<file path="src/rtl/lag_pl_input_port_cr_pkg.sv">
// lag_pl_input_port_cr_pkg: flit and FIFO-flag types plus the one-hot helper
// shared by the credit-returning router input port.
`default_nettype none

package lag_pl_input_port_cr_pkg;

  localparam int FLIT_DATA_W = 16;

  typedef struct packed {
    logic head;
    logic tail;
  } flit_ctrl_t;

  typedef struct packed {
    flit_ctrl_t               control;
    logic [FLIT_DATA_W-1:0]   data;
  } flit_t;

  typedef struct packed {
    logic empty;
    logic full;
  } fifov_flags_t;

  // True when exactly one bit is set; callers zero-extend narrower vectors.
  function automatic logic is_one_hot(input logic [31:0] v);
    return (v != 32'd0) && ((v & (v - 32'd1)) == 32'd0);
  endfunction

endpackage

`default_nettype wire

</file>
<file path="src/rtl/lag_pl_fifo.sv">
// lag_pl_fifo: single-lane first-word-fall-through FIFO with occupancy count
// and per-cycle accept/reject strobes for the enclosing input port.
`default_nettype none

module lag_pl_fifo
  import lag_pl_input_port_cr_pkg::*;
#(
  parameter int buffer_length = 8,
  parameter int cnt_w         = $clog2(buffer_length + 1)
) (
  input  logic               clk,
  input  logic               rst,
  input  logic               push,
  input  logic               pop,
  input  flit_t              data_in,
  output flit_t              data_out,
  output logic [cnt_w-1:0]   occupancy,
  output fifov_flags_t       flags,
  output logic               pop_ok,
  output logic               push_err,
  output logic               pop_err
);

  localparam int               PTR_W    = (buffer_length > 1) ? $clog2(buffer_length) : 1;
  localparam logic [PTR_W-1:0] LAST_PTR = PTR_W'(buffer_length - 1);
  localparam logic [cnt_w-1:0] CAPACITY = cnt_w'(buffer_length);

  flit_t             mem [buffer_length];
  logic [PTR_W-1:0]  rd_ptr;
  logic [PTR_W-1:0]  wr_ptr;
  logic              push_ok;

  function automatic logic [PTR_W-1:0] next_ptr(input logic [PTR_W-1:0] p);
    return (p == LAST_PTR) ? '0 : p + PTR_W'(1);
  endfunction

  assign flags.empty = (occupancy == '0);
  assign flags.full  = (occupancy == CAPACITY);

  // A full lane still accepts a push when a pop frees a slot on the same edge.
  assign pop_ok   = pop && !flags.empty;
  assign push_ok  = push && (!flags.full || pop_ok);
  assign push_err = push && !push_ok;
  assign pop_err  = pop && flags.empty;

  always_ff @(posedge clk) begin
    if (rst) begin
      rd_ptr    <= '0;
      wr_ptr    <= '0;
      occupancy <= '0;
    end else begin
      if (push_ok) wr_ptr <= next_ptr(wr_ptr);
      if (pop_ok)  rd_ptr <= next_ptr(rd_ptr);
      if (push_ok && !pop_ok)
        occupancy <= occupancy + cnt_w'(1);
      else if (pop_ok && !push_ok)
        occupancy <= occupancy - cnt_w'(1);
    end
  end

  always_ff @(posedge clk) begin
    if (push_ok) mem[wr_ptr] <= data_in;
  end

  assign data_out = mem[rd_ptr];

endmodule

`default_nettype wire

</file>
<file path="src/rtl/lag_pl_input_port_cr.sv">
// lag_pl_input_port_cr: per-lane FWFT buffering, downstream PL tracking,
// upstream credit return and sticky protocol-error flags for a router input.
`default_nettype none

module lag_pl_input_port_cr
  import lag_pl_input_port_cr_pkg::*;
#(
  parameter int num_pls       = 4,
  parameter int buffer_length = 8,
  parameter int cnt_w         = $clog2(buffer_length + 1)
) (
  input  logic                              clk,
  input  logic                              rst,
  input  logic [num_pls-1:0]                push,
  input  logic [num_pls-1:0]                pop,
  input  flit_t [num_pls-1:0]               data_in,
  output flit_t [num_pls-1:0]               data_out,
  output logic [num_pls-1:0]                empty,
  output logic [num_pls-1:0]                full,
  output logic [num_pls-1:0][cnt_w-1:0]     occupancy,
  input  logic [num_pls-1:0][num_pls-1:0]   pl_new,
  input  logic [num_pls-1:0]                pl_new_valid,
  output logic [num_pls-1:0][num_pls-1:0]   allocated_pl,
  output logic [num_pls-1:0]                allocated_pl_valid,
  output logic [num_pls-1:0]                credit_out,
  output logic                              err_overflow,
  output logic                              err_underflow,
  output logic                              err_alloc
);

  logic [num_pls-1:0] pop_ok;
  logic [num_pls-1:0] push_err;
  logic [num_pls-1:0] pop_err;
  logic [num_pls-1:0] alloc_err;

  for (genvar i = 0; i < num_pls; i++) begin : g_lane
    fifov_flags_t flags;
    logic         tail_pop;
    logic         grant_ok;

    lag_pl_fifo #(
      .buffer_length (buffer_length),
      .cnt_w         (cnt_w)
    ) u_fifo (
      .clk       (clk),
      .rst       (rst),
      .push      (push[i]),
      .pop       (pop[i]),
      .data_in   (data_in[i]),
      .data_out  (data_out[i]),
      .occupancy (occupancy[i]),
      .flags     (flags),
      .pop_ok    (pop_ok[i]),
      .push_err  (push_err[i]),
      .pop_err   (pop_err[i])
    );

    assign empty[i] = flags.empty;
    assign full[i]  = flags.full;

    // Releasing the PL on a tail pop outranks any grant in the same cycle,
    // so a single-flit packet never leaves a stale allocation behind.
    assign tail_pop     = pop_ok[i] && data_out[i].control.tail;
    assign grant_ok     = pl_new_valid[i] && !allocated_pl_valid[i]
                          && is_one_hot(32'(pl_new[i]));
    assign alloc_err[i] = pl_new_valid[i] && !tail_pop && !grant_ok;

    always_ff @(posedge clk) begin
      if (rst) begin
        allocated_pl[i]       <= '0;
        allocated_pl_valid[i] <= 1'b0;
      end else if (tail_pop) begin
        allocated_pl[i]       <= '0;
        allocated_pl_valid[i] <= 1'b0;
      end else if (grant_ok) begin
        allocated_pl[i]       <= pl_new[i];
        allocated_pl_valid[i] <= 1'b1;
      end
    end
  end

  always_ff @(posedge clk) begin
    if (rst) begin
      credit_out    <= '0;
      err_overflow  <= 1'b0;
      err_underflow <= 1'b0;
      err_alloc     <= 1'b0;
    end else begin
      credit_out    <= pop_ok;
      err_overflow  <= err_overflow  | (|push_err);
      err_underflow <= err_underflow | (|pop_err);
      err_alloc     <= err_alloc     | (|alloc_err);
    end
  end

endmodule

`default_nettype wire

</file>
<file path="config.mk">
export PLATFORM = sky130hd
export DESIGN_NAME = lag_pl_input_port_cr
export DESIGN_NICKNAME = d
export VERILOG_FILES = /design/src/rtl/lag_pl_input_port_cr_pkg.sv /design/src/rtl/lag_pl_fifo.sv /design/src/rtl/lag_pl_input_port_cr.sv
export SDC_FILE = /design/constraint.sdc
export NUM_CORES = 1
export LEC_CHECK = 0
export CAP_MARGIN = 20
export CORE_MARGIN = 2
export CORE_UTILIZATION = 60
export CTS_CLUSTER_SIZE = 24
export DETAILED_ROUTE_END_ITERATION = 6
export DONT_BUFFER_PORTS = 1
export PLACE_DENSITY = 0.84
export SLEW_MARGIN = 20
export SYNTH_ARGS = -nofsm -noshare
export SYNTH_HDL_FRONTEND = slang
export SYNTH_SLANG_ARGS = --single-unit
export TNS_END_PERCENT = 50
</file>
<file path="constraint.sdc">
create_clock -name clk -period 4.2 [get_ports clk]
set_input_delay 0.63 -clock clk [delete_from_list [all_inputs] [get_ports clk]]
set_output_delay 0.63 -clock clk [all_outputs]
set_load 0.02 [all_outputs]
</file>
=== After elaboration in Yosys (flattened, before gate mapping) ===
Memories as Yosys holds them, arrays and structs flattened. A register that Yosys moved wholly into a read port is not among the register bits.
Cells that the tools add are included.

* Memories kept: 4
* Flip-flop bits (word level): 67
* Latch bits: 0
* Bits in writable memories: 576
* Output and inout port bits: 123
* Bits in read-only memories: 0
* Input port bits: 102

* Reduce and logical (&&, ||, !) cells: 103
* Shift-type cells: 0
* Divide/modulo/power cells: 0
* Add/sub/neg operators: 20
* Equal/unequal tests: 12
* Magnitude comparators: 0
* Multiplexer cells: 32
* Bitwise gates (word level): 7
* $mul: 0

{| class="wikitable"
|+ Memory list
! memory !! depth !! width !! read ports !! clocked after memory_dff !! write ports !! RTL line !! source
|-
| g_lane[0].u_fifo.mem || 8 || 18 || 1 || 1 || 1 || lag_pl_fifo.sv:28 || <nowiki>flit_t mem [buffer_length];</nowiki>
|-
| g_lane[1].u_fifo.mem || 8 || 18 || 1 || 1 || 1 || lag_pl_fifo.sv:28 ||
|-
| g_lane[2].u_fifo.mem || 8 || 18 || 1 || 1 || 1 || lag_pl_fifo.sv:28 ||
|-
| g_lane[3].u_fifo.mem || 8 || 18 || 1 || 1 || 1 || lag_pl_fifo.sv:28 ||
|}

{| class="wikitable"
|+ Operators with widths
! cell !! count
|-
| 4-bit by 32-bit bitwise AND with 32-bit output || 4
|-
| 32-bit logical NOT || 4
|-
| 1-bit logical AND || 48
|-
| 3-bit two-way mux || 16
|-
| 4-bit two-way mux || 8
|-
| 1-bit logical NOT || 28
|-
| 3-bit by 1-bit adder with 3-bit output (second input constant) || 8
|-
| 3-bit == test (second input constant) || 8
|-
| 4-bit by 1-bit subtractor with 5-bit output (second input constant) || 4
|-
| 4-bit by 1-bit adder with 4-bit output (second input constant) || 4
|-
| 4-bit == test (second input constant) || 4
|-
| 4-bit logical NOT || 4
|-
| 4-bit nonzero test || 4
|-
| 4-bit by 1-bit subtractor with 4-bit output (second input constant) || 4
|-
| 4-bit OR reduction || 3
|-
| 1-bit two-way mux || 8
|-
| 2-bit nonzero test || 4
|-
| 2-bit OR reduction || 4
|-
| 1-bit logical OR || 4
|-
| 1-bit OR || 3
|}

=== Logic depth before layout (Yosys ltp) ===
Gate-level depths: netlist of the first run.

* Word-level depth: 9
* Mapped depth: 12
* Mapped depth without buffers: 12

=== Hierarchy ===
Synthesis of the first run repeated with hierarchy kept, for this count alone.

* Cells, all modules: 1282
* Area total of the unflattened synthesis: 26123.8 um^2

{| class="wikitable"
|+ Modules (own cells, without submodules)
! module !! area each (um^2) !! cells an instance !! instances !! seq. area each (um^2)
|-
| lag_pl_fifo at g_lane[0].u_fifo ... || 6256.0 || 287 || 2 || 4584.4
|-
| lag_pl_fifo at g_lane[1].u_fifo ... || 6207.2 || 286 || 2 || 4584.4
|-
| lag_pl_input_port_cr || 1197.4 || 136 || 1 || 540.5
|}

=== Least setup slack after synthesis of the first run ===
OpenSTA, ideal clock, no wires.

* Kind: register to register
* Start: register g_lane[1].u_fifo.occupancy[0]
* End: memory g_lane[1].u_fifo.mem[0][0] (netlist bit) (enable)
* Clock period less this slack: 3141 ps
* Stages on the path, launching flop included: 5
* Data required time: 3761 ps
* Slack: 1059 ps
* Arrival time: 2702 ps
* Path buffers: 0
* Cells stage by stage: dfxtp_1 -> nor3_1 -> nand2_1 -> o21ai_1 -> nor4_1

* Word-level cells in the longest chain between the ends: 7

{| class="wikitable"
|+ Ends and longest elaborated chain
! element !! RTL line !! source
|-
| start, declared || lag_pl_fifo.sv:17 || <nowiki>output logic [cnt_w-1:0] occupancy,</nowiki>
|-
| start signal, assigned || lag_pl_fifo.sv:55 || <nowiki>occupancy <= occupancy + cnt_w'(1);</nowiki>
|-
| start signal, assigned || lag_pl_fifo.sv:57 || <nowiki>occupancy <= occupancy - cnt_w'(1);</nowiki>
|-
| 4-bit logical NOT || lag_pl_fifo.sv:37 || <nowiki>assign flags.empty = (occupancy == '0);</nowiki>
|-
| 1-bit logical NOT || lag_pl_fifo.sv:41 || <nowiki>assign pop_ok = pop && !flags.empty;</nowiki>
|-
| 1-bit logical AND || lag_pl_fifo.sv:41 ||
|-
| 1-bit logical OR * || lag_pl_fifo.sv:42 || <nowiki>assign push_ok = push && (!flags.full || pop_ok);</nowiki>
|-
| 1-bit logical AND * || lag_pl_fifo.sv:42 ||
|-
| 1-bit two-way mux * || lag_pl_fifo.sv:62 || <nowiki>if (push_ok) mem[wr_ptr] <= data_in;</nowiki>
|-
| 1-bit two-way mux (implied by the code) * || lag_pl_fifo.sv:62 ||
|-
| end, declared || lag_pl_fifo.sv:28 ||
|}

Mark *: on every way between the ends. The rest lies on a longest branch, timed or not.

=== Final worst setup path of the first run ===
* Start: register g_lane[2].u_fifo.occupancy[1]
* End: register g_lane[2].u_fifo.occupancy[3]

* Word-level cells in the longest chain between the ends: 8

{| class="wikitable"
|+ Ends and longest elaborated chain
! element !! RTL line !! source
|-
| start, declared || lag_pl_fifo.sv:17 ||
|-
| start signal, assigned || lag_pl_fifo.sv:55 ||
|-
| start signal, assigned || lag_pl_fifo.sv:57 ||
|-
| 4-bit logical NOT || lag_pl_fifo.sv:37 ||
|-
| 1-bit logical NOT || lag_pl_fifo.sv:41 ||
|-
| 1-bit logical AND || lag_pl_fifo.sv:41 ||
|-
| 1-bit logical OR * || lag_pl_fifo.sv:42 ||
|-
| 1-bit logical AND * || lag_pl_fifo.sv:42 ||
|-
| net g_lane[2].u_fifo.push_ok || lag_pl_fifo.sv:31 || <nowiki>logic push_ok;</nowiki>
|-
| 1-bit logical NOT || lag_pl_fifo.sv:56 || <nowiki>else if (pop_ok && !push_ok)</nowiki>
|-
| 1-bit logical AND || lag_pl_fifo.sv:56 ||
|-
| 2-bit nonzero test (no line) || n/a ||
|}

Mark *: on every way through the listed nets, which the timed path passes. The rest lies on a longest branch. The select of a mux whose other input is x is not followed.
A chain may end at the register's enable or synchronous reset.

==> results of run 1 <==
==> sequential cells by signal (all words and copies together), names as in the netlist, named ones only <==
signal,cells
credit_out,4
g_lane.u_fifo.mem,576
err_overflow,1
g_lane.u_fifo.wr_ptr,12
g_lane.u_fifo.rd_ptr,12
allocated_pl,16
err_underflow,1
err_alloc,1
g_lane.u_fifo.occupancy,16
allocated_pl_valid,4
==> worst max-delay path, delay by kind of cell (launching register included) <==
kind / cells / cell delay, ps
AOI/OAI and AO/OA: 4 / 1240
xor gates and xnor gates: 1 / 100
adders and majority gates: 2 / 570
buffers and inverters: 2 / 390
DFF: 1 / 450
and+or+nand+nor: 3 / 740
==> logic make-up (layout without fill, tap and decap cells) <==
group / count (synthesis) / count (layout) / share of synthesized area [%]
fa+ha+maj: 32 / 32 / 1.70
xor+xnor: 16 / 16 / 0.552
mux: 242 / 242 / 16.7
flops: 655 / 655 / 74.4
compound gates: 63 / 63 / 1.54
simple gates: 202 / 202 / 4.12
buf+inv: 63 / 180 / 1.07
==> per-layer routing <==
metal / vias up / routed length, um
met2: 443 / 25700
li1: 5297 / -
met4: 0 / 1380
met5: - / 0
met1: 6244 / 19600
met3: 95 / 3810
==> layout make-up <==
cell class / count / area (sq um) / area share (%)
sequential: 655 / 18900 / 66.3
multi-input combinational: 555 / 6360 / 22.3
clock buffer: 92 / 1900 / 6.66
tap: 539 / 674 / 2.37
timing repair buffer: 49 / 368 / 1.29
clock inverter: 25 / 236 / 0.831
inverter: 14 / 52.6 / 0.185
==> where the power goes <==
| group | switching (mW) | internal [mW] | total [mW] | leakage, nW |
|---|---|---|---|---|
| Clock | 2.30 | 3.40 | 5.70 | 1.03 |
| Combinational | 1.58 | 1.40 | 2.98 | 2.27 |
| Sequential | 0.522 | 7.44 | 7.96 | 5.88 |
==> cells in the final DEF, fill, tap and decap left out, types with 17 or more instances in the layout <==
cell type	n
edfxtp_1	576
mux4_2	137
mux2_2	77
dfxtp_1	74
clkbuf_16	71
nor2_1	64
buf_4	49
nand2_1	37
a21oi_1	33
mux2i_1	28
ha_1	28
clkbuf_1	17
==> worst paths after layout <==
check | from | endpoint | slack [ps] | cells after the start
max | g_lane[2].u_fifo.occupancy[1] | g_lane[2].u_fifo.occupancy[3] | 630 | 12
min | rst | g_lane[2].u_fifo.occupancy[0] | 120 | 1
max reg2reg | g_lane[2].u_fifo.occupancy[1] | g_lane[2].u_fifo.occupancy[3] | 630 | 12
min reg2reg | g_lane[0].u_fifo.rd_ptr[1] | g_lane[0].u_fifo.rd_ptr[1] | 500 | 2
==> metrics by stage <==
step	utilization (%)	setup WS, ps
final	68.0	630
after global routing	68.0	435
after CTS	68.0	641
after detailed placement	62.9	869
after global placement	62.9	1070
after floorplan	-	1060
==> results.py, run 1 <==
metrics = {
    "finish": {
        "fill_cells": 2548,
        "stdcell_count": 1929,
        "antenna_cells": 0,
        "synthToLayoutAreaGrowth_pct": 12.1,
        "layout-drive-gt1-share_pct": 28.1,
        "finalNetCount": 1475,
        "fin_area_sq_um": 28500,
    },
    "synthesis": {
        "synth-main-ff-cell": "edfxtp_1",
        "synth.distinct_cells": 47,
        "synth_edf_count": 576,
        "yosysSeqAreaShare_pct": 74.4,
        "yosysWarnings": 0,
        "synth.avg_cell_area_sq_um": 19.9,
        "ys_seq_elements": 655,
        "yosys-top-cells-area": "edfxtp_1, mux4_2, dfxtp_1, mux2_2, ha_1",
        "async_reset_ff_share_pct": 0,
        "syn_area_sq_um": 25400,
        "synthesis.nets": 1407,
        "yosys.cell_count.top_type": "edfxtp_1",
        "synth_top_area_cell": "edfxtp_1",
        "netlist_top_cells_count": "edfxtp_1, mux4_2, dfxtp_1, mux2_2, nor2_1",
        "synth.top_cell.area_share_pct": 68.1,
        "netlist_instances": 1273,
    },
    "placement": {
        "place_congestion": 0.766,
        "port-buffer-count": 0,
        "placedCellCount": 1812,
        "hpwl_mm": 30.5,
        "placed_area_sq_um": 26300,
    },
    "clock_network": {
        "cts.repair.resized": 0,
        "clock_latency_ps": 590,
        "postCtsSetupRepairBufs": 0,
        "clk_path_buf_depth": 3,
        "hold_buffers": 0,
        "path_clk_slew_ps": 60,
        "h-tree-depth": 3,
        "cts_tree": "done",
        "clock-sinks": 655,
        "root_buffer": "clkbuf_16",
        "cts-buffers-inserted": 66,
    },
    "global_route": {
        "met3_usage_pct": 6.09,
        "antenna_found_initial": 1,
        "grt-ovfl-total": 0,
        "grt_pass1_wl_mm": 76.3,
        "grt_max_degree": 52,
        "grt_usage_pct": 23.5,
        "grt_use_met1_pct": 29.4,
        "grt_pass1_vias": 12800,
        "grtUsageMet2_pct": 39.8,
        "gr-max-usage-layer": "met2",
    },
    "setup_path": {
        "critPathArrivalTime_ps": 4070,
        "setup.worst_path.end_class": "register",
        "criticalPathCategory": "register to register",
        "worst_ep_required_time_ps": 4700,
        "crit_path_max_fanout": 9,
        "cpMaxStageDelayCell": "o21ai_1",
        "setup.worst_path.start_class": "register",
        "max_stage_delay_ps": 700,
        "path_cells": "nor3_1, nand2_1, o21ai_1, inv_1, ha_1, inv_1, ha_1, a21o_1, a21oi_1, xnor2_1, or3_1, a21oi_1",
    },
    "timing": {
        "fin_crit_sh_pct": 85.0,
        "hold_violations": 0,
        "max_freq_ghz": 0.280,
        "whs_ps": 117,
        "final-max-slew-violation-count": 0,
        "fin_crit_ps": 3570,
        "skew_ps": 19.7,
        "setup_violations": 0,
        "tns_ps": 0,
        "grt_setup_unrepaired": "no",
        "maxSlewHeadroom_pct": 27.1,
        "worstMarginPinSlew_ps": 1090,
    },
    "outcome": {
        "outcome": "finished, final reports clean",
    },
    "power": {
        "p_leak_nw": 9.18,
        "ir_drop_mv": 0.535,
        "power_density_nw_per_um2": 584,
        "power.total_mw": 16.6,
    },
    "routing": {
        "avgViaCountPerCell": 6.26,
        "drc": 0,
        "routedWlPerCell_um": 26.2,
        "drt-pass1-iter-count": 5,
        "dr_total_vias": 12100,
        "ant_nets": 0,
        "drt_iter0_markers": 823,
        "drt-total-wl_mm": 50.5,
    },
    "run": {
        "cap_violations": 0,
    },
    "floorplan": {
        "fp-row-count": 75,
        "fp.coreArea_sq_um": 41900,
        "dieArea_sq_um": 44000,
        "die_x_um": 210,
        "initial_core_util_pct": 60.7,
        "io_pins": 225,
        "die_h_um": 210,
    },
    "min_path": {
        "worstHoldPathType": "input port to register",
    },
}
Power figures use the tool's default switching activity.
==> inputs of run 2 (changes only) <==
--- a/config.mk
+++ b/config.mk
@@ -5,13 +5,14 @@
 export SDC_FILE = /design/constraint.sdc
 export NUM_CORES = 1
 export LEC_CHECK = 0
+export BUFFER_PORTS_ARGS = -buffer_cell sky130_fd_sc_hd__buf_2
 export CAP_MARGIN = 20
 export CORE_MARGIN = 2
-export CORE_UTILIZATION = 60
+export CORE_UTILIZATION = 59
+export CTS_CLUSTER_DIAMETER = 100
 export CTS_CLUSTER_SIZE = 24
 export DETAILED_ROUTE_END_ITERATION = 6
-export DONT_BUFFER_PORTS = 1
-export PLACE_DENSITY = 0.84
+export PLACE_DENSITY = 0.87
 export SLEW_MARGIN = 20
 export SYNTH_ARGS = -nofsm -noshare
 export SYNTH_HDL_FRONTEND = slang
==> run 2 against run 1 <==
Effect of this change: maximum frequency increased by 0.62%; largest cell class unchanged; largest power group unchanged; count of clock-buffer cells in the layout shrank 38; worst hold slack improved by 170 ps.
==> results.py, run 2 (synthesis gave the netlist of run 1 again) <==
metrics = {
    "floorplan": {
        "fp-row-count": 76,
        "initial_core_util_pct": 59.3,
        "fp.coreArea_sq_um": 42800,
        "dieArea_sq_um": 44700,
        "io_pins": 225,
        "die_h_um": 211,
        "die_x_um": 211,
    },
    "routing": {
        "drt_iter0_markers": 1071,
        "drc": 0,
        "drt-total-wl_mm": 49.0,
        "routedWlPerCell_um": 23.3,
        "ant_nets": 0,
        "drt-pass1-iter-count": 5,
        "avgViaCountPerCell": 5.99,
        "dr_total_vias": 12600,
    },
    "clock_network": {
        "hold_buffers": 0,
        "clock_latency_ps": 610,
        "cts-buffers-inserted": 31,
        "root_buffer": "clkbuf_16",
        "cts_tree": "done",
        "clk_path_buf_depth": 3,
        "cts.repair.resized": 0,
        "clock-sinks": 655,
        "postCtsSetupRepairBufs": 0,
        "h-tree-depth": 1,
        "path_clk_slew_ps": 90,
    },
    "min_path": {
        "min_to": "g_lane[0].u_fifo.mem[0][15]",
        "worstHoldPathType": "input port to register",
        "min_from": "data_in[15]",
        "min_path_cells": 1,
    },
    "setup_path": {
        "criticalPathCategory": "register to primary output",
        "worst_ep_required_time_ps": 3570,
        "regToRegSetupSlack_ps": 910,
        "r2r-end": "g_lane[1].u_fifo.occupancy[3]",
        "cpMaxStageDelayCell": "dfxtp_2",
        "critPathArrivalTime_ps": 2920,
        "reg2regPathDepth": 12,
        "setup.worst_path.end_class": "primary output",
        "cp_num_cells": 4,
        "path_cells": "buf_4, mux4_2, mux2_2, buf_2",
        "r2r_start": "g_lane[1].u_fifo.occupancy[0]",
        "cp_num_buf_inv": 2,
        "critPathTopFamily": "flip-flops",
        "setup.worst_path.start_class": "register",
        "max_stage_delay_ps": 960,
        "crit_path_max_fanout": 29,
    },
    "finish": {
        "layout_commonest_cell": "edfxtp_1",
        "layout-drive-gt1-share_pct": 35.6,
        "max_flop_register": "g_lane.u_fifo.mem",
        "layout_common_cells": "edfxtp_1, buf_2, mux4_2",
        "largest_reg_flops": 576,
        "synthToLayoutAreaGrowth_pct": 11.7,
        "fin_area_sq_um": 28400,
        "multiInputGateArea_sq_um": 6350,
        "finalNetCount": 1662,
        "fill_cells": 2679,
        "reg_top3": "g_lane.u_fifo.mem x576, allocated_pl x16, g_lane.u_fifo.occupancy x16",
        "register_area_sq_um": 18900,
    },
    "timing": {
        "max_freq_ghz": 0.282,
        "final-max-slew-violation-count": 0,
        "setup_slack_ps": 652,
        "fin_crit_ps": 3550,
        "worstMarginPinSlew_ps": 1060,
        "maxSlewHeadroom_pct": 29.1,
        "skew_ps": 12.1,
        "fin_crit_sh_pct": 84.5,
        "grt_setup_unrepaired": "no",
        "setup_violations": 0,
        "tns_ps": 0,
        "whs_ps": 282,
        "hold_violations": 0,
    },
    "global_route": {
        "grt_max_degree": 52,
        "grt_pass1_wl_mm": 74.0,
        "grt-ovfl-total": 0,
        "antenna_found_initial": 5,
        "grt_usage_pct": 22.0,
        "grt_pass1_vias": 12900,
    },
    "power": {
        "power_density_nw_per_um2": 516,
        "p_leak_nw": 9.51,
        "ir_drop_mv": 0.487,
        "power.total_mw": 14.6,
    },
    "outcome": {
        "outcome": "finished, final reports clean",
    },
    "placement": {
        "place_congestion": 0.789,
        "pre_cts_ws_ps": 964,
        "placed_area_sq_um": 27500,
        "hpwl_mm": 30.8,
        "port-buffer-count": 224,
    },
    "run": {
        "cap_violations": 0,
    },
}
-- run 2: cell types whose count changed in the layout (fill, tap and decap cells not counted), moves of 3 or more --
cell       delta
bufinv_16     -3
clkinv_1      -9
buf_2       +223
diode_2       +4
clkbuf_8      -4
clkinv_2      -5
clkbuf_1      +6
clkbuf_16    -40
-- run 2: area by class of cell --
type / count / share of cell area [%]
Clock buffer: 54 / 3.04
Sequential cell: 655 / 66.6
Multi-Input combinational cell: 555 / 22.4
Tap cell: 546 / 2.41
Timing Repair Buffer: 271 / 5.25
Inverter: 14 / 0.185
Antenna cell: 4 / 0.0353
Clock inverter: 3 / 0.163
-- run 2: worst register-to-register path: stages (launching register included) --
cell	delay, ps
dfxtp_1	400
nor3_1	270
nand2_1	130
o21ai_1	650
inv_1	210
ha_1	290
inv_1	120
ha_1	250
a21o_1	190
a21oi_1	170
xnor2_1	100
or3_1	300
a21oi_1	130
-- run 2: worst max-delay path by stage --
stage | endpoint | slack (ps)
6_report | data_out[17] | 650
5_1_grt | data_out[2] | 410
4_1_cts | data_out[17] | 530
3_5_place_dp | g_lane[1].u_fifo.occupancy[3] | 960
3_3_place_gp | g_lane[0].u_fifo.occupancy[3] | 1110
2_1_floorplan | g_lane[1].u_fifo.mem[0][0] | 1060
-- run 2: layer usage --
layer	vias to the layer above	track usage, %	part of all wire [%]
met5	-	0	0.022
met2	419	38.2	52
met3	72	3.31	6.3
met1	6471	29.0	40
li1	5630	-	-
met4	2	6.53	2.3
-- run 2: per-stage QoR --
step	utilization, %	std cells
final	66.3	2102
after global routing	66.3	2100
after CTS	66.3	2098
after detailed placement	64.2	2041
after global placement	64.2	2041
after floorplan	-	1273
-- run 2: where the power goes --
group | leakage, nW | switching, mW | total, mW | internal (mW)
Sequential | 5.88 | 0.343 | 7.76 | 7.42
Clock | 0.428 | 1.86 | 3.32 | 1.47
Combinational | 3.21 | 1.90 | 3.55 | 1.65
Total | 9.51 | 4.10 | 14.6 | 10.5
